$ cat config.mk
export PLATFORM = sky130hd
export DESIGN_NAME = wb_mem_arbiter
export DESIGN_NICKNAME = d
export VERILOG_FILES = /design/src/rtl/wb_pkg.sv /design/src/rtl/wb_mem_arbiter_rr_pick.sv /design/src/rtl/wb_mem_arbiter.sv
export SDC_FILE = /design/constraint.sdc
export NUM_CORES = 1
export LEC_CHECK = 0
export ABC_AREA = 1
export CAP_MARGIN = 20
export CELL_PAD_IN_SITES_DETAIL_PLACEMENT = 1
export CELL_PAD_IN_SITES_GLOBAL_PLACEMENT = 1
export CORE_ASPECT_RATIO = 0.6
export CORE_MARGIN = 2
export CORE_UTILIZATION = 10
export DETAILED_ROUTE_END_ITERATION = 8
export GPL_TIMING_DRIVEN = 0
export MAX_ROUTING_LAYER = met4
export PLACE_DENSITY_LB_ADDON = 0.1
export SLEW_MARGIN = 5
export SYNTH_ARGS = -nofsm -noshare
export SYNTH_HDL_FRONTEND = slang
export SYNTH_SLANG_ARGS = --single-unit
$ cat constraint.sdc
create_clock -name clk -period 1.5 [get_ports clk]
set_clock_uncertainty 0.15 [all_clocks]
set_input_delay 0.225 -clock clk [delete_from_list [all_inputs] [get_ports clk]]
set_output_delay 0.225 -clock clk [all_outputs]
set_load 0.05 [all_outputs]
$ cat src/rtl/wb_pkg.sv
// Shared Wishbone definitions: CTI encodings used by the caches and the
// memory arbiter, plus the arbiter state type.
package wb_pkg;

  localparam logic [2:0] CC  = 3'b000;  // classic cycle
  localparam logic [2:0] CAB = 3'b001;  // constant-address burst
  localparam logic [2:0] IBC = 3'b010;  // incrementing burst
  localparam logic [2:0] EOB = 3'b111;  // end of burst

  typedef enum logic {
    IDLE = 1'b0,
    BUSY = 1'b1
  } arb_state_t;

endpackage : wb_pkg

$ cat src/rtl/wb_mem_arbiter_rr_pick.sv
// Combinational round-robin picker: returns the first set request at or
// after ptr_i (with wrap-around) as a one-hot grant.
module rr_pick #(
  parameter int N_REQ = 2,
  parameter int PTR_W = $clog2(N_REQ)
) (
  input  logic [N_REQ-1:0] req_i,
  input  logic [PTR_W-1:0] ptr_i,
  output logic [N_REQ-1:0] gnt_o,
  output logic             valid_o
);

  logic [2*N_REQ-1:0] req_dbl;
  logic [2*N_REQ-1:0] gnt_dbl;
  logic [N_REQ-1:0]   rot_req;
  logic [N_REQ-1:0]   rot_gnt;
  logic               found;

  // Rotate requests so ptr_i lands on bit 0, fixed-priority pick, rotate back.
  always_comb begin
    // NOTE: every signal gets a default before any conditional assignment,
    // otherwise paths that skip the assignment infer a latch.
    req_dbl = {req_i, req_i} >> ptr_i;
    rot_req = req_dbl[N_REQ-1:0];
    rot_gnt = '0;
    found   = 1'b0;
    for (int k = 0; k < N_REQ; k++) begin
      if (rot_req[k] && !found) begin
        rot_gnt[k] = 1'b1;
        found      = 1'b1;
      end
    end
    gnt_dbl = {rot_gnt, rot_gnt} << ptr_i;
    gnt_o   = gnt_dbl[2*N_REQ-1:N_REQ];
    valid_o = found;
  end

endmodule : rr_pick

$ cat src/rtl/wb_mem_arbiter.sv
// Round-robin Wishbone arbiter sharing the SDRAM controller bus between cache
// masters; ownership lasts for a whole CYC. Optional watchdog: ARB_TIMEOUT_EN.
module wb_mem_arbiter
  import wb_pkg::*;
#(
  parameter int N_REQ          = 2,
  parameter int TIMEOUT_CYCLES = 1024
) (
  input  logic                clk,
  input  logic                rst,
  input  logic [N_REQ-1:0]    R_CYC,
  input  logic [N_REQ-1:0]    R_STB,
  input  logic [N_REQ-1:0]    R_WE,
  input  logic [32*N_REQ-1:0] R_ADR,
  input  logic [32*N_REQ-1:0] R_DAT_O,
  input  logic [3*N_REQ-1:0]  R_CTI,
  output logic [31:0]         R_DAT_I,
  output logic [N_REQ-1:0]    R_ACK,
  output logic [N_REQ-1:0]    R_ERR,
  output logic [N_REQ-1:0]    R_RTY,
  output logic                M_CYC,
  output logic                M_STB,
  output logic                M_WE,
  output logic [31:0]         M_ADR,
  output logic [31:0]         M_DAT_O,
  output logic [2:0]          M_CTI,
  input  logic [31:0]         M_DAT_I,
  input  logic                M_ACK,
  input  logic                M_ERR,
  input  logic                M_RTY,
  output logic [N_REQ-1:0]    GRANT
);

  localparam int PTR_W = $clog2(N_REQ);

  if (N_REQ < 2 || N_REQ > 8 || TIMEOUT_CYCLES < 1) begin : g_bad_cfg
    $error("wb_mem_arbiter: N_REQ must be 2..8 and TIMEOUT_CYCLES >= 1");
  end

  arb_state_t       state_q, state_d;
  logic [N_REQ-1:0] grant_q, grant_d;
  logic [PTR_W-1:0] rr_ptr_q, rr_ptr_d;
  logic [PTR_W-1:0] owner_idx, next_ptr;
  logic [N_REQ-1:0] pick_gnt;
  logic             pick_valid;
  logic             owner_cyc, owner_stb, owner_we;
  logic [31:0]      owner_adr, owner_dat;
  logic [2:0]       owner_cti;
  logic             timeout_fire;

  rr_pick #(.N_REQ(N_REQ), .PTR_W(PTR_W)) u_pick (
    .req_i   (R_CYC),
    .ptr_i   (rr_ptr_q),
    .gnt_o   (pick_gnt),
    .valid_o (pick_valid)
  );

  // AND-OR mux on the one-hot grant: an idle arbiter drives all zeros (CTI=CC).
  always_comb begin
    owner_cyc = 1'b0;
    owner_stb = 1'b0;
    owner_we  = 1'b0;
    owner_adr = '0;
    owner_dat = '0;
    owner_cti = CC;
    owner_idx = '0;
    for (int i = 0; i < N_REQ; i++) begin
      if (grant_q[i]) begin
        owner_cyc = R_CYC[i];
        owner_stb = R_STB[i];
        owner_we  = R_WE[i];
        owner_adr = R_ADR[32*i +: 32];
        owner_dat = R_DAT_O[32*i +: 32];
        owner_cti = R_CTI[3*i +: 3];
        owner_idx = PTR_W'(i);
      end
    end
  end

  assign next_ptr = (owner_idx == PTR_W'(N_REQ - 1)) ? '0 : owner_idx + 1'b1;

`ifdef ARB_TIMEOUT_EN
  localparam int WD_W = $clog2(TIMEOUT_CYCLES + 1);

  logic [WD_W-1:0] wd_q, wd_d;
  logic            stalled;
  logic            any_term;

  assign any_term = M_ACK | M_ERR | M_RTY;

  always_comb begin
    stalled      = (state_q == BUSY) && owner_cyc && owner_stb && !any_term;
    timeout_fire = stalled && (wd_q == WD_W'(TIMEOUT_CYCLES - 1));
    wd_d         = wd_q;
    if (state_q != BUSY || any_term || timeout_fire) begin
      wd_d = '0;
    end else if (stalled) begin
      wd_d = wd_q + 1'b1;
    end
  end

  always_ff @(posedge clk) begin
    if (rst) wd_q <= '0;
    else     wd_q <= wd_d;
  end
`else
  assign timeout_fire = 1'b0;
`endif

  always_comb begin
    state_d  = state_q;
    grant_d  = grant_q;
    rr_ptr_d = rr_ptr_q;
    case (state_q)
      IDLE: begin
        if (pick_valid) begin
          grant_d = pick_gnt;
          state_d = BUSY;
        end
      end
      BUSY: begin
        // Only a dropped CYC (or the watchdog) ends ownership; ERR/RTY do not.
        if (!owner_cyc || timeout_fire) begin
          grant_d  = '0;
          rr_ptr_d = next_ptr;
          state_d  = IDLE;
        end
      end
    endcase
  end

  // NOTE: reset is synchronous, so it sits inside the clocked branch and
  // rst is not in the sensitivity list.
  always_ff @(posedge clk) begin
    if (rst) begin
      state_q  <= IDLE;
      grant_q  <= '0;
      rr_ptr_q <= '0;
    end else begin
      // NOTE: non-blocking assignments so every register samples the
      // pre-edge values regardless of statement order.
      state_q  <= state_d;
      grant_q  <= grant_d;
      rr_ptr_q <= rr_ptr_d;
    end
  end

  assign M_CYC   = owner_cyc & ~timeout_fire;
  assign M_STB   = owner_stb & ~timeout_fire;
  assign M_WE    = owner_we;
  assign M_ADR   = owner_adr;
  assign M_DAT_O = owner_dat;
  assign M_CTI   = owner_cti;

  assign R_DAT_I = M_DAT_I;
  assign R_ACK   = grant_q & {N_REQ{M_ACK & ~timeout_fire}};
  assign R_ERR   = grant_q & {N_REQ{M_ERR | timeout_fire}};
  assign R_RTY   = grant_q & {N_REQ{M_RTY & ~timeout_fire}};
  assign GRANT   = grant_q;

endmodule : wb_mem_arbiter

# Word level (Yosys, flattened, before mapping)
# Index checks and enable logic that the tools add are counted.
[op_classes]
n_addsub = 1
n_eq_ne = 2
n_shift = 2
n_mux = 23
bitwise_logic = 5
reduce_logical = 4
[ops]
columns = ["op", "count"]
rows = [
  ["$mux 32", 4],
  ["$mux 1", 13],
  ["$and 2x2->2", 3],
  ["$mux 3", 2],
  ["$mux 2", 2],
  ["$ne 2x2->1 const B", 2],
  ["$pmux 2 s2", 1],
  ["$reduce_and 2->1", 2],
  ["$shl 4x1->4", 1],
  ["$shr 4x1->2", 1],
  ["$not 1->1", 2],
  ["$pmux 1 s2", 1],
  ["$add 1x1->1 const B", 1],
  ["$logic_and 1x1->1", 1],
  ["$logic_not 1->1", 1],
]
[totals]
register_bits = 4
input_bits = 177
output_inout_bits = 110
elab_cells = 40

# Depth between registers and ports, before layout
[depth]
word_depth = 8
depth_mapped = 6
mapped_depth_nobuf = 6

# Modules after synthesis
# Synthesis repeated with hierarchy kept, for this count alone.
[unflattened]
cells_unflattened = 303
area_unflattened_um2 = 1506.4
[by_module_without_submodules]
columns = ["module", "n_inst", "cells_per_inst", "area_each_um2", "seq_area_each_um2"]
rows = [
  ["wb_mem_arbiter", 1, 297, 1481.4, 80.1],
  ["rr_pick", 1, 6, 25.0, 0.0],
]

# Worst setup path before layout
# OpenSTA, ideal clock, no wires.
[synth_path]
kind = "register to output"
startpoint = "register grant_q[0], in the netlist GRANT[0]"
endpoint = "output port M_ADR[0]"
arrival_ns = 1.512
required_time_ns = 1.125
slack_ns = -0.387
stages_incl_launch_ff = 5
path_buffers = 2
path_cell_list = "dfxtp_1 > buf_2 > buf_2 > nand3_1 > nand2_1"
[synth_between]
elab_chain_len = 2
[synth_lines]
columns = ["element", "line_no", "source"]
rows = [
  ["start, declared", "wb_mem_arbiter.sv:41", "logic [N_REQ-1:0] grant_q, grant_d;"],
  ["start signal, assigned", "wb_mem_arbiter.sv:143", "grant_q <= grant_d;"],
  ["$mux 32 (2 in series)", "wb_mem_arbiter.sv:68", "if (grant_q[i]) begin"],
  ["end, declared", "wb_mem_arbiter.sv:24", "output logic [31:0] M_ADR,"],
]
# Every way passes these cells.

# Worst setup path in the final report
[layout_path]
startpoint = "register grant_q[0], in the netlist GRANT[0]"
endpoint = "output port M_DAT_O[6]"
[layout_between]
elab_chain_len = 2
[layout_lines]
columns = ["element", "line_no", "source"]
rows = [
  ["$mux 32 (2 in series)", "wb_mem_arbiter.sv:68", ""],
  ["end, declared", "wb_mem_arbiter.sv:25", "output logic [31:0] M_DAT_O,"],
]
# Every way passes these cells.

==> results.json <==
{
  "crit_family": "buffers and inverters",
  "dieHeight_um": 98.0,
  "gp_congestion": 0.799,
  "finalSetupTns_ns": -7.65,
  "leakagePower_nw": 2.50,
  "ir_drop_mv": 0.235,
  "fin_nets": 749,
  "chipWidth_um": 161,
  "clockBufferDepth": 2,
  "path_clk_slew_ns": 0.03,
  "first_iter_violations": 73,
  "grt_start_max_net_pins": 11,
  "hold_buffers": 0,
  "dieArea_mm2": 0.0158,
  "synth_nets": 483,
  "start_util_pct": 10.2,
  "ys_async_sr_fraction_pct": 0,
  "hold_viol": 0,
  "dp_cells": 758,
  "yosys.area.top_type": "nand2_1",
  "maxCapViolations": 0,
  "drtPass1Iterations": 4,
  "row_count": 34,
  "violations": "setup timing",
  "synth_seq_cells": 4,
  "fmax_ghz": 0.613,
  "drive_gt1_share_pct": 52.9,
  "drcViolationCount": 0,
  "setup-violations-final": 76,
  "status": "finished with violations",
  "placed_area_mm2": 0.00478,
  "dr_total_vias": 3013,
  "path_buf_inv": 3,
  "cp-end-kind": "output port",
  "yosys-top-cells-count": "151 x nand2_1, 72 x nand3_1, 34 x buf_4",
  "io_buffers": 254,
  "drt_wl_total_um": 11300,
  "grt_overflow": 0,
  "synth_top_cells_by_area": "nand2_1 38%, nand3_1 24%, buf_4 17%",
  "ys_warn_count": 0,
  "maxSlewViolCount": 0,
  "hp-class": "flop to flop",
  "ant_nets": 0,
  "cp.arrival_ns": 1.26,
  "cp.required_ns": 1.12,
  "yosysSeqAreaShare_pct": 5.43,
  "rsz0062_at_grt": "true",
  "instances_no_fill": 769,
  "cts-root-buf": "clkbuf_16",
  "htreeDepth": 1,
  "grt_pass1_vias": 3198,
  "tightestPinTransition_ns": 0.506,
  "synth_top_flop_cell": "dfxtp_1",
  "insertedDiodeCount": 0,
  "grt_pass1_wl_um": 16700,
  "routedWlPerCell_um": 14.7,
  "yosys.area.top_type_share_pct": 38.5,
  "ys_types": 14,
  "syn_area_mm2": 0.00147,
  "start_kind": "flop",
  "final_cell_area_mm2": 0.00599,
  "globalRouteTotalUtil_pct": 13.6,
  "pin_count": 287,
  "slowest_delay_ns": 0.38,
  "fin_crit_sh_pct": 109,
  "antenna_found_initial": 0,
  "clock-sinks": 4,
  "routed_via_density": 3.92,
  "crit_path_top_delay_cell": "dfxtp_4",
  "synth_edf_count": 0,
  "syn_to_final_growth_pct": 306,
  "cts_tree": "yes",
  "crit_chain": "clkbuf_16 -> buf_12 -> nand3_1 -> nand2_4 -> buf_8",
  "avgSynthCellArea_um2": 4.82,
  "synthCells": 306,
  "fillers": 1655,
  "period_needed_ns": 1.63,
  "slew_headroom_pct": 66.2,
  "path_class": "flop to output port",
  "yosysMostFrequentCell": "nand2_1",
  "crit_fanout": 10,
  "insertion_delay_ns": 0.23,
  "dp_hpwl_um": 8900,
  "cts_inserted_buffers": 3,
  "core_area_mm2": 0.0145,
  "setup_ws_ns": -0.131,
  "p_per_area_mw_per_mm2": 693
}
## report_power, final
group	total, W	leakage, nW	internal (W)	switching (W)
Sequential	0.000142	0.0344	0.000120	0.0000221
Combinational	0.00357	2.43	0.00161	0.00196
Clock	0.000439	0.0382	0.000352	0.0000866
Total	0.00415	2.50	0.00208	0.00206
## metal layers
metal  vias to the layer above  track usage (%)  wire (um)
met5                         -                -          0
met2                       144             24.6       5730
met3                         5             2.93        853
li1                       1468                -          -
met4                         0             2.27         70
met1                      1396             15.6       4650
## cell type report
| type | count | area [um2] | area share [%] |
|---|---|---|---|
| Inverter | 11 | 60.1 | 1.00 |
| Buffer | 56 | 648 | 10.8 |
| Clock buffer | 4 | 78.8 | 1.32 |
| Tap cell | 198 | 248 | 4.14 |
| Sequential cell | 4 | 87.6 | 1.46 |
| Multi-Input combinational cell | 235 | 1880 | 31.4 |
| Timing Repair Buffer | 261 | 2990 | 49.9 |
## worst min-delay path: stages, from the launching register on
cell and delay [ns]:
dfxtp_1 0.33, nand2_1 0.08, a21oi_1 0.05
## metrics by stage
| step | worst slack [ns] | hold slack (ns) | util (%) | power, W |
|---|---|---|---|---|
| after global placement | -0.953 | 0.327 | 33.1 | 0.00297 |
| after CTS | -0.144 | 0.367 | 37.2 | 0.00387 |
| after global routing | -0.183 | 0.390 | 41.4 | 0.00433 |
| final | -0.131 | 0.370 | 41.4 | 0.00415 |
| after floorplan | 0.0185 | 0.144 | - | 0.00190 |
| after detailed placement | -0.947 | 0.336 | 33.1 | 0.00299 |
## path summary, 6_finish.rpt
kind | start | to | slack, ns | depth (start not counted)
worst min register to register | state_q | state_q | 0.37 | 2
worst min-delay path | state_q | state_q | 0.37 | 2
worst max-delay path | GRANT[0] | M_DAT_O[6] | -0.13 | 5
worst max register to register | GRANT[1] | GRANT[0] | 0.14 | 6
## layout by cell type, fill, tap and decap left out, types with 2 or more instances in the layout
| cell | n |
|---|---|
| clkinvlp_4 | 3 |
| buf_8 | 81 |
| dfxtp_1 | 2 |
| inv_1 | 6 |
| dfxtp_4 | 2 |
| clkbuf_16 | 5 |
| nand2_4 | 70 |
| nand2_1 | 62 |
| nand3_4 | 2 |
| buf_12 | 12 |
| nand2_2 | 20 |
| a21oi_1 | 6 |
| buf_4 | 37 |
| nand3_1 | 12 |
| nand3_2 | 59 |
| nor2_1 | 2 |
| buf_6 | 7 |
| clkdlybuf4s50_1 | 176 |
## state kept, by name, summed over array words and instances, names as in the netlist
signal / cells
GRANT: 2
state_q: 1
rr_ptr_q: 1
## cell families (layout without fill, tap and decap cells)
logic type,after synthesis,count (layout),synth area share (%)
and+or+nand+nor,228,228,64.9
DFF,4,4,5.43
AOI/OAI and AO/OA,7,7,2.38
buffers and inverters,67,332,27.2
## repair_timing
item | CTS | global route
setup buffers | 1 | 3
endpoints found under the setup margin | 78 | 77
pin swaps | 0 | 0
cloned | 1 | 2
resized for setup | 662 | 127
Note: power is estimated with default switching activity, not from simulation.
